## config.mk

```make
export PLATFORM = sky130hd
export DESIGN_NAME = pc_sequencer
export DESIGN_NICKNAME = d
export VERILOG_FILES = /design/src/rtl/pc_sequencer.sv
export SDC_FILE = /design/constraint.sdc
export NUM_CORES = 1
export LEC_CHECK = 0
export ABC_AREA = 1
export BUFFER_PORTS_ARGS = -buffer_cell sky130_fd_sc_hd__clkbuf_2
export CAP_MARGIN = 0
export CORE_MARGIN = 2
export CORE_UTILIZATION = 40
export DETAILED_ROUTE_END_ITERATION = 10
export GPL_TIMING_DRIVEN = 0
export PLACE_DENSITY = 0.72
export SYNTH_ARGS = -nofsm -noshare
export SYNTH_HDL_FRONTEND = slang
export SYNTH_SLANG_ARGS = --single-unit
export TNS_END_PERCENT = 30
```

## constraint.sdc

```tcl
create_clock -name clk -period 3.95 [get_ports clk]
set_input_delay 0.5925 -clock clk [delete_from_list [all_inputs] [get_ports clk]]
set_output_delay 0.5925 -clock clk [all_outputs]
set_load 0.01 [all_outputs]
```

## src/rtl/pc_sequencer.sv

```systemverilog
// Program-counter sequencer: holds the fetch address and arbitrates halts,
// redirects (branch/jump), stalls and sequential increments.
module pc_sequencer #(
   parameter int              PC_W     = 5,
   parameter logic [PC_W-1:0] RESET_PC = '0
) (
   input  logic            clk,
   input  logic            reset_n,
   input  logic            stall,
   input  logic            branch_taken,
   input  logic [PC_W-1:0] branch_target,
   input  logic            jump,
   input  logic [PC_W-1:0] jump_target,
   input  logic            halt_req,
   input  logic            resume,
   output logic [PC_W-1:0] pc,
   output logic            if_valid,
   output logic            flush,
   output logic            wrap,
   output logic            halted,
   output logic [7:0]      stall_cnt
);

   typedef enum logic [2:0] {
      IDLE,
      RUN,
      STALL,
      FLUSH,
      HALT
   } state_t;

   state_t          state_reg;
   state_t          state_next;
   logic [PC_W-1:0] pc_reg;
   logic [PC_W-1:0] pc_next;
   logic [PC_W-1:0] pc_inc;
   logic            wrap_reg;
   logic            wrap_next;
   logic            flush_reg;
   logic            flush_next;
   logic [7:0]      stall_cnt_reg;
   logic [7:0]      stall_cnt_next;

   assign pc_inc = pc_reg + {{(PC_W-1){1'b0}}, 1'b1};

   always_ff @(posedge clk or negedge reset_n) begin
      if (!reset_n) begin
         state_reg     <= IDLE;
         pc_reg        <= RESET_PC;
         wrap_reg      <= 1'b0;
         flush_reg     <= 1'b0;
         stall_cnt_reg <= 8'd0;
      end else begin
         state_reg     <= state_next;
         pc_reg        <= pc_next;
         wrap_reg      <= wrap_next;
         flush_reg     <= flush_next;
         stall_cnt_reg <= stall_cnt_next;
      end
   end

   // Priority: halt_req > branch_taken > jump > stall > increment.
   always_comb begin
      state_next = state_reg;
      pc_next    = pc_reg;
      wrap_next  = 1'b0;
      case (state_reg)
         IDLE: state_next = RUN;
         RUN, STALL, FLUSH: begin
            if (halt_req) begin
               state_next = HALT;
            end else if (branch_taken) begin
               pc_next    = branch_target;
               state_next = FLUSH;
            end else if (jump) begin
               pc_next    = jump_target;
               state_next = FLUSH;
            end else if (state_reg == FLUSH) begin
               // Target was loaded on entry; the first valid fetch is there.
               state_next = RUN;
            end else if (stall) begin
               state_next = STALL;
            end else begin
               pc_next    = pc_inc;
               wrap_next  = &pc_reg;
               state_next = RUN;
            end
         end
         HALT: begin
            if (resume && !halt_req) begin
               state_next = RUN;
            end
         end
         default: state_next = IDLE;
      endcase
   end

   always_comb begin
      flush_next     = (state_next == FLUSH);
      stall_cnt_next = stall_cnt_reg;
      if (state_reg == STALL && stall_cnt_reg != 8'hFF) begin
         stall_cnt_next = stall_cnt_reg + 8'd1;
      end
   end

   assign pc        = pc_reg;
   assign if_valid  = (state_reg == RUN) || (state_reg == STALL);
   assign flush     = flush_reg;
   assign wrap      = wrap_reg;
   assign halted    = (state_reg == HALT);
   assign stall_cnt = stall_cnt_reg;

endmodule

```

==> results of run 1 <==
area by class of cell:
type | instances | area [sq um]
sequential | 18 | 450
inverter | 18 | 67.6
clock buffer | 3 | 22.5
multi-input combinational | 113 | 584
timing repair buffer | 33 | 165
fill | 274 | 1360
tap | 31 | 38.8
kinds of logic (layout without fill, tap and decap cells):
logic type,after synthesis,count (layout),synth area share (%)
buf+inv,18,54,6.13
xor+xnor,4,4,3.18
mux,1,1,0.908
simple gates,93,93,38.5
fa+ha+maj,3,3,3.41
compound gates,12,12,7.04
flops,18,18,40.9
Yosys cell counts:
master,count
nand3b_1,1
o21ai_1,4
nand3_1,8
clkinv_1,1
o21bai_4,1
nand4_1,2
nand3_4,1
or2_1,1
nor2_2,4
nand3_2,2
nor2_4,1
o221ai_1,1
dfrtp_1,18
a21oi_1,1
xnor2_1,1
o21ai_0,5
nor3_1,2
ha_1,3
nand2_2,3
nor2_1,10
xor2_1,3
inv_1,12
inv_2,5
mux2i_1,1
nand2_1,58
worst paths after layout:
check                               end  slack (ps)
hold / removal             stall_cnt[5]         240
max in group asynchronous          wrap        3400
setup reg to reg                  pc[4]        2490
hold reg to reg            stall_cnt[5]         520
min in group clk           stall_cnt[5]         520
setup / recovery                 halted        2250
power breakdown:
| part | total [uW] | internal (uW) | leakage, uW | switching, uW |
|---|---|---|---|---|
| clock network | 91.9 | 35.4 | 0.0000138 | 56.5 |
| registers | 315 | 242 | 0.000236 | 72.9 |
| logic | 322 | 127 | 0.000503 | 195 |
critical path, stage by stage (launching register included):
cell	delay, ps
dfrtp_1	410
inv_2	60
nand2_2	70
nor2_1	130
clkbuf_2	160
per-layer routing:
layer  track usage, %  wire length [microns]  vias up
met3             3.69                    135        4
met4             7.14                     27        0
li1                 -                      -      545
met5                0                      0        -
met1             17.3                   1000      466
met2             28.4                   1190       30
metrics by stage:
step                      hold WS (ps)  setup WS, ps  std cells
after floorplan                    297          2550        149
after global placement             486          2440        213
after detailed placement           498          2400        213
after CTS                          245          2240        216
after global routing               255          2160        216
final                              236          2250        216
==> results.yml, run 1 <==
sta:
  finalMaxSlewViolations: 0
  worst_pin_slew_ps: 469
  setup_viol: 0
  slew_headroom_pct: 68.7
  period_share_pct: 43.1
  final.min_clock_period_ps: 1700
  finClkSkew_ps: 2.03
  rsz0062_at_grt: "false"
  setup_tns_ps: 0
  hold_violations: 0
  fmax_mhz: 587
final_layout:
  layout_common_cells: "nand2_1 (58), clkbuf_2 (33), dfrtp_1 (18), inv_1 (12), nor2_1 (10)"
  nets: 207
  area_delta_synth_final_pct: 20.5
  final_common_cell: "nand2_1"
  final_util_pct: 49.5
  drive_above_1_share_pct: 28.6
  fin_area_sq_um: 1330
  largest_register_ffs: 8
  num_antenna_cells: 0
cts:
  clock_latency_ps: 290
  cts_tree: "yes"
  postCtsResizedCells: 0
  numCtsBuffers: 3
  cts.sinks: 18
  cts-htree-levels: 1
  cts_setup_buffers: 0
  clockBufferDepth: 2
  clk_pin_slew_ps: 100
  ctsHoldBuffers: 0
  cts_root_buf: "clkbuf_4"
logic_synthesis:
  synth.top_cell.area_share_pct: 40.9
  yosys_warnings: 0
  avgSynthCellArea_sq_um: 7.40
  synth_nets: 169
  synth_area_sq_um: 1100
  post-synth-top-area-cell: "dfrtp_1"
  synthCells: 149
  synth-seq-cells: 18
  seq_area_frac_synth_pct: 40.9
  synth_area_leaders: "dfrtp_1 (41%), nand2_1 (20%), inv_1 (4.1%), nand3_1 (3.6%), ha_1 (3.4%)"
  ys_types: 25
grt:
  grt_usage_pct: 15.8
  grt_pass1_vias: 996
  antenna_found_initial: 0
  grt_pass1_wl_microns: 4040
  grt_max_degree: 19
  grt_overflow: 0
setup_path:
  required_ps: 3360
  r2r_cells: 8
  cp-start-kind: "flip-flop"
  cp.arrival_ps: 1110
  setup.worst_path.class: "flip-flop to output pin"
  worstPathMaxFanout: 4
  worstSetupEndpointType: "output pin"
  r2r-start: "pc[0]"
  crit_start: "state_reg[1]"
placement:
  gp_routability_congestion: 0.769
  dpl.hpwl_microns: 1820
  io_buffers: 33
  placed_area_sq_um: 1310
run_status:
  status: "completed"
floorplan:
  core_area_sq_um: 2690
  initial_utilization_pct: 41.0
  rows: 19
  ioPinCount: 34
  die-width_microns: 56.5
  die_y_microns: 56.5
  dieArea_sq_um: 3190
hold_path:
  min_path_type: "input pin to asynchronous set/reset pin"
flow_run:
  cap_violations: 0
pwr:
  p_per_area_nw_per_um2: 548
  power_uw: 729
  p_leak_uw: 0.000752
  vdd_drop_max_uv: 292
routing:
  drtAntennaViolNets: 0
  drt-wirelength-per-cell_microns: 10.9
  drt_wl_total_microns: 2360
  dr_total_vias: 1045
  drtIter0Drc: 17
  firstDrtPassIters: 4
  drc_errors: 0
  viasPerCell: 4.84
Note: power is estimated with default switching activity, not from simulation.
==> run 2: changes to the inputs <==
- clock period: 3.95 -> 1.65 ns (I/O delays scaled with it)
==> results.yml, run 2 (synthesis gave the netlist of run 1 again) <==
routing:
  drtIter0Drc: 23
  firstDrtPassIters: 4
  drtAntennaViolNets: 0
  drt_wl_total_microns: 2370
  viasPerCell: 4.82
  drt-wirelength-per-cell_microns: 10.9
  dr_total_vias: 1047
  drc_errors: 0
run_status:
  status: "completed"
setup_path:
  setup.worst_path.class: "flip-flop to flip-flop"
  worstPathMaxFanout: 6
  cp-start-kind: "flip-flop"
  cp.arrival_ps: 1650
  required_ps: 1830
  worstSetupEndpointType: "flip-flop"
sta:
  setup_viol: 0
  finalMaxSlewViolations: 0
  rsz0062_at_grt: "false"
  final.min_clock_period_ps: 1460
  period_share_pct: 88.8
  fmax_mhz: 683
  finClkSkew_ps: 2.03
  hold_violations: 0
  hold_slack_ps: 229
  setup_tns_ps: 0
  finalWorstSetupSlack_ps: 185
  worst_pin_slew_ps: 468
  slew_headroom_pct: 68.8
grt:
  grt_overflow: 0
  grt_usage_pct: 15.8
  grt_pass1_wl_microns: 4040
  antenna_found_initial: 0
  grt_max_degree: 19
  grt_pass1_vias: 996
cts:
  cts_setup_buffers: 0
  clock_latency_ps: 290
  cts_tree: "yes"
  ctsHoldBuffers: 1
  clockBufferDepth: 2
  clk_pin_slew_ps: 100
  postCtsResizedCells: 0
  numCtsBuffers: 3
  cts.sinks: 18
  cts_root_buf: "clkbuf_4"
  cts-htree-levels: 1
floorplan:
  dieArea_sq_um: 3190
  die-width_microns: 56.5
  initial_utilization_pct: 41.0
  ioPinCount: 34
  core_area_sq_um: 2690
  rows: 19
  die_y_microns: 56.5
final_layout:
  drive_above_1_share_pct: 28.5
  area_delta_synth_final_pct: 21.5
  final_common_cell: "nand2_1"
  largest_register_ffs: 8
  layout_common_cells: "nand2_1 (58), clkbuf_2 (33), dfrtp_1 (18), inv_1 (12), nor2_1 (10)"
  nets: 208
  num_antenna_cells: 0
  fillers: 273
pwr:
  switching_share_pct: 44.4
  seqPwrFrac_pct: 43.2
  p_switching_uw: 776
  p_comb_share_pct: 44.2
  p_clk_share_pct: 12.6
  p_leak_uw: 0.000757
  vdd_drop_max_uv: 698
  p_per_area_nw_per_um2: 1300
  cell_internal_pwr_uw: 970
placement:
  dpl.hpwl_microns: 1820
  gp_routability_congestion: 0.769
  io_buffers: 33
  post-place-ws_ps: 184
hold_path:
  min_path_type: "input pin to flip-flop"
flow_run:
  cap_violations: 0
## run 2: area by class of cell
cell class | count | area [sq um] | share of cell area [%]
timing repair buffer | 34 | 175 | 13.1
clock buffer | 3 | 22.5 | 1.68
tap | 31 | 38.8 | 2.90
sequential | 18 | 450 | 33.6
inverter | 18 | 67.6 | 5.05
multi-input combinational | 113 | 584 | 43.6
## run 2: metal layers
layer	track usage, %	wire [microns]	vias to the layer above
met4	7.14	27	0
met1	17.3	1010	466
met3	3.69	133	4
li1	-	-	547
met5	0	0	-
met2	28.4	1200	30
## run 2: through the flow
stage               util [%]  power, uW  instance area [sq um]  instances
floorplan                  -       1250                   1100        149
global placement        48.6       1500                   1310        213
detailed placement      48.6       1540                   1310        213
CTS                     49.8       1760                   1340        217
global route            49.8       1900                   1340        217
finish                  49.8       1750                   1340        217
## run 2: power groups by stage
| stage | logic (uW) | clock network, uW | registers [uW] |
|---|---|---|---|
| global route | 872 | 244 | 780 |
| floorplan | 465 | 0 | 782 |
| global placement | 743 | 0 | 755 |
| detailed placement | 773 | 0 | 762 |
| CTS | 779 | 231 | 754 |
| finish | 771 | 220 | 754 |
## run 2: final timing paths
path                         startpoint            to  slack (ps)  cells after the start
max                               pc[0]         pc[4]         190                      8
min                               stall          wrap         230                      3
max reg2reg                       pc[0]         pc[4]         190                      8
min reg2reg                stall_cnt[5]  stall_cnt[5]         520                      2
max in group asynchronous       reset_n          wrap         900                      2
min in group asynchronous       reset_n  stall_cnt[5]         430                      2
## run 2: critical path, stage by stage, from the launching register on
cell,delay (ps)
dfrtp_1,450
ha_1,240
nand2_1,80
nor2_1,50
ha_1,260
nand2_1,60
nand3_1,50
o21ai_0,70
o21ai_1,90
==> run 3: changes to the inputs <==
- CORE_ASPECT_RATIO: unset -> 1.75
- GPL_TIMING_DRIVEN: 0 -> unset
==> results.yml, run 3 (synthesis gave the netlist of run 1 again) <==
placement:
  dpl.hpwl_microns: 1930
  gp_routability_congestion: 0.822
  io_buffers: 33
final_layout:
  layout.area.seq_sq_um: 450
  drive_above_1_share_pct: 28.5
  largest_register_ffs: 8
  fillers: 245
  layout_common_cells: "nand2_1 (58), clkbuf_2 (33), dfrtp_1 (18), inv_1 (12), nor2_1 (10)"
  nets: 208
  area_delta_synth_final_pct: 22.7
  final_common_cell: "nand2_1"
  num_antenna_cells: 0
  multi_input_area_sq_um: 584
floorplan:
  dieArea_sq_um: 3210
  die_y_microns: 73.4
  ioPinCount: 34
  initial_utilization_pct: 41.5
  rows: 25
  core_area_sq_um: 2660
  die-width_microns: 43.7
setup_path:
  cp.arrival_ps: 1560
  r2r_cells: 8
  cp-start-kind: "flip-flop"
  required_ps: 1780
  worstPathMaxFanout: 6
  worstSetupEndpointType: "flip-flop"
  setup.worst_path.class: "flip-flop to flip-flop"
cts:
  cts_root_buf: "clkbuf_8"
  clock_latency_ps: 240
  cts_setup_buffers: 0
  cts-htree-levels: 1
  numCtsBuffers: 3
  cts_tree: "yes"
  clk_pin_slew_ps: 60
  clockBufferDepth: 2
  cts.sinks: 18
flow_run:
  cap_violations: 0
grt:
  grt_usage_pct: 16.4
  grt_pass1_vias: 1009
  antenna_found_initial: 0
  grt_overflow: 0
  grt_max_degree: 19
  grt_pass1_wl_microns: 4080
pwr:
  cell_internal_pwr_uw: 1050
  p_comb_share_pct: 42.3
  seqPwrFrac_pct: 41.4
  p_leak_uw: 0.000764
  p_switching_uw: 767
  vdd_drop_max_uv: 798
  p_per_area_nw_per_um2: 1340
  switching_share_pct: 42.3
  p_clk_share_pct: 16.3
sta:
  hold_violations: 0
  slew_headroom_pct: 69.4
  period_share_pct: 86.7
  hold_slack_ps: 287
  fmax_mhz: 699
  final.min_clock_period_ps: 1430
  rsz0062_at_grt: "false"
  worst_pin_slew_ps: 459
  finClkSkew_ps: 1.82
  setup_tns_ps: 0
  setup_viol: 0
  finalMaxSlewViolations: 0
routing:
  viasPerCell: 4.85
  firstDrtPassIters: 4
  dr_total_vias: 1034
  drc_errors: 0
  drtAntennaViolNets: 0
  drt-wirelength-per-cell_microns: 11.2
  drt_wl_total_microns: 2390
  drtIter0Drc: 23
run_status:
  status: "completed"
hold_path:
  min_path_type: "input pin to flip-flop"
  min_path_cells: 3
-- run 3: cell count changes in the layout (fill, tap and decap cells not counted) --
cell	change
clkbuf_4	-3
clkbuf_8	+3
-- run 3: metrics by stage --
| stage | setup WS [ps] | area, sq um | util [%] | total power (uW) | std cells |
|---|---|---|---|---|---|
| after global routing | 9.88 | 1350 | 50.9 | 1970 | 213 |
| after detailed placement | 220 | 1300 | 48.9 | 1530 | 209 |
| after floorplan | 249 | 1100 | - | 1250 | 149 |
| final | 220 | 1350 | 50.9 | 1820 | 213 |
| after CTS | 212 | 1350 | 50.9 | 1830 | 213 |
| after global placement | 242 | 1300 | 48.9 | 1500 | 209 |
-- run 3: power groups by stage --
stage / Combinational [uW] / Clock (uW) / Sequential [uW]
finish: 769 / 295 / 752
global route: 877 / 323 / 772
CTS: 779 / 304 / 751
detailed placement: 773 / 0 / 758
global placement: 752 / 0 / 748
floorplan: 465 / 0 / 782
-- run 3: repair_timing --
item	CTS	global route
endpoints found under the hold margin	18	0
hold buffers	1	0
endpoints found under the setup margin	0	0
gates resized for setup	0	0
-- run 3: layout make-up --
type	instances	share of cell area (%)
clock buffer	3	3.05
timing repair buffer	34	13.0
inverter	18	5.00
tap	27	2.50
multi-input combinational	113	43.2
sequential	18	33.3
-- run 3: per-layer routing --
| layer | global-route usage (%) | routed length [microns] | vias up |
|---|---|---|---|
| li1 | - | - | 543 |
| met1 | 17.6 | 953 | 462 |
| met2 | 31.5 | 1330 | 27 |
| met3 | 2.21 | 87 | 2 |
| met4 | 5.05 | 21 | 0 |
| met5 | 0 | 0 | - |
-- run 3: worst paths after layout --
kind / endpoint / from / slack (ps)
worst max-delay path: pc[4] / pc[0] / 220
worst max register to register: pc[4] / pc[0] / 220
min in group asynchronous: stall_cnt[4] / reset_n / 480
max in group asynchronous: stall_cnt[2] / reset_n / 860
worst min-delay path: pc[4] / branch_target[4] / 290
worst min register to register: stall_cnt[5] / stall_cnt[5] / 520
-- run 3: critical path, cell delays in order, from the launching register on --
cell	delay, ps
dfrtp_1	430
ha_1	230
nand2_1	90
nor2_1	50
ha_1	260
nand2_1	60
nand3_1	50
o21ai_0	70
o21ai_1	80
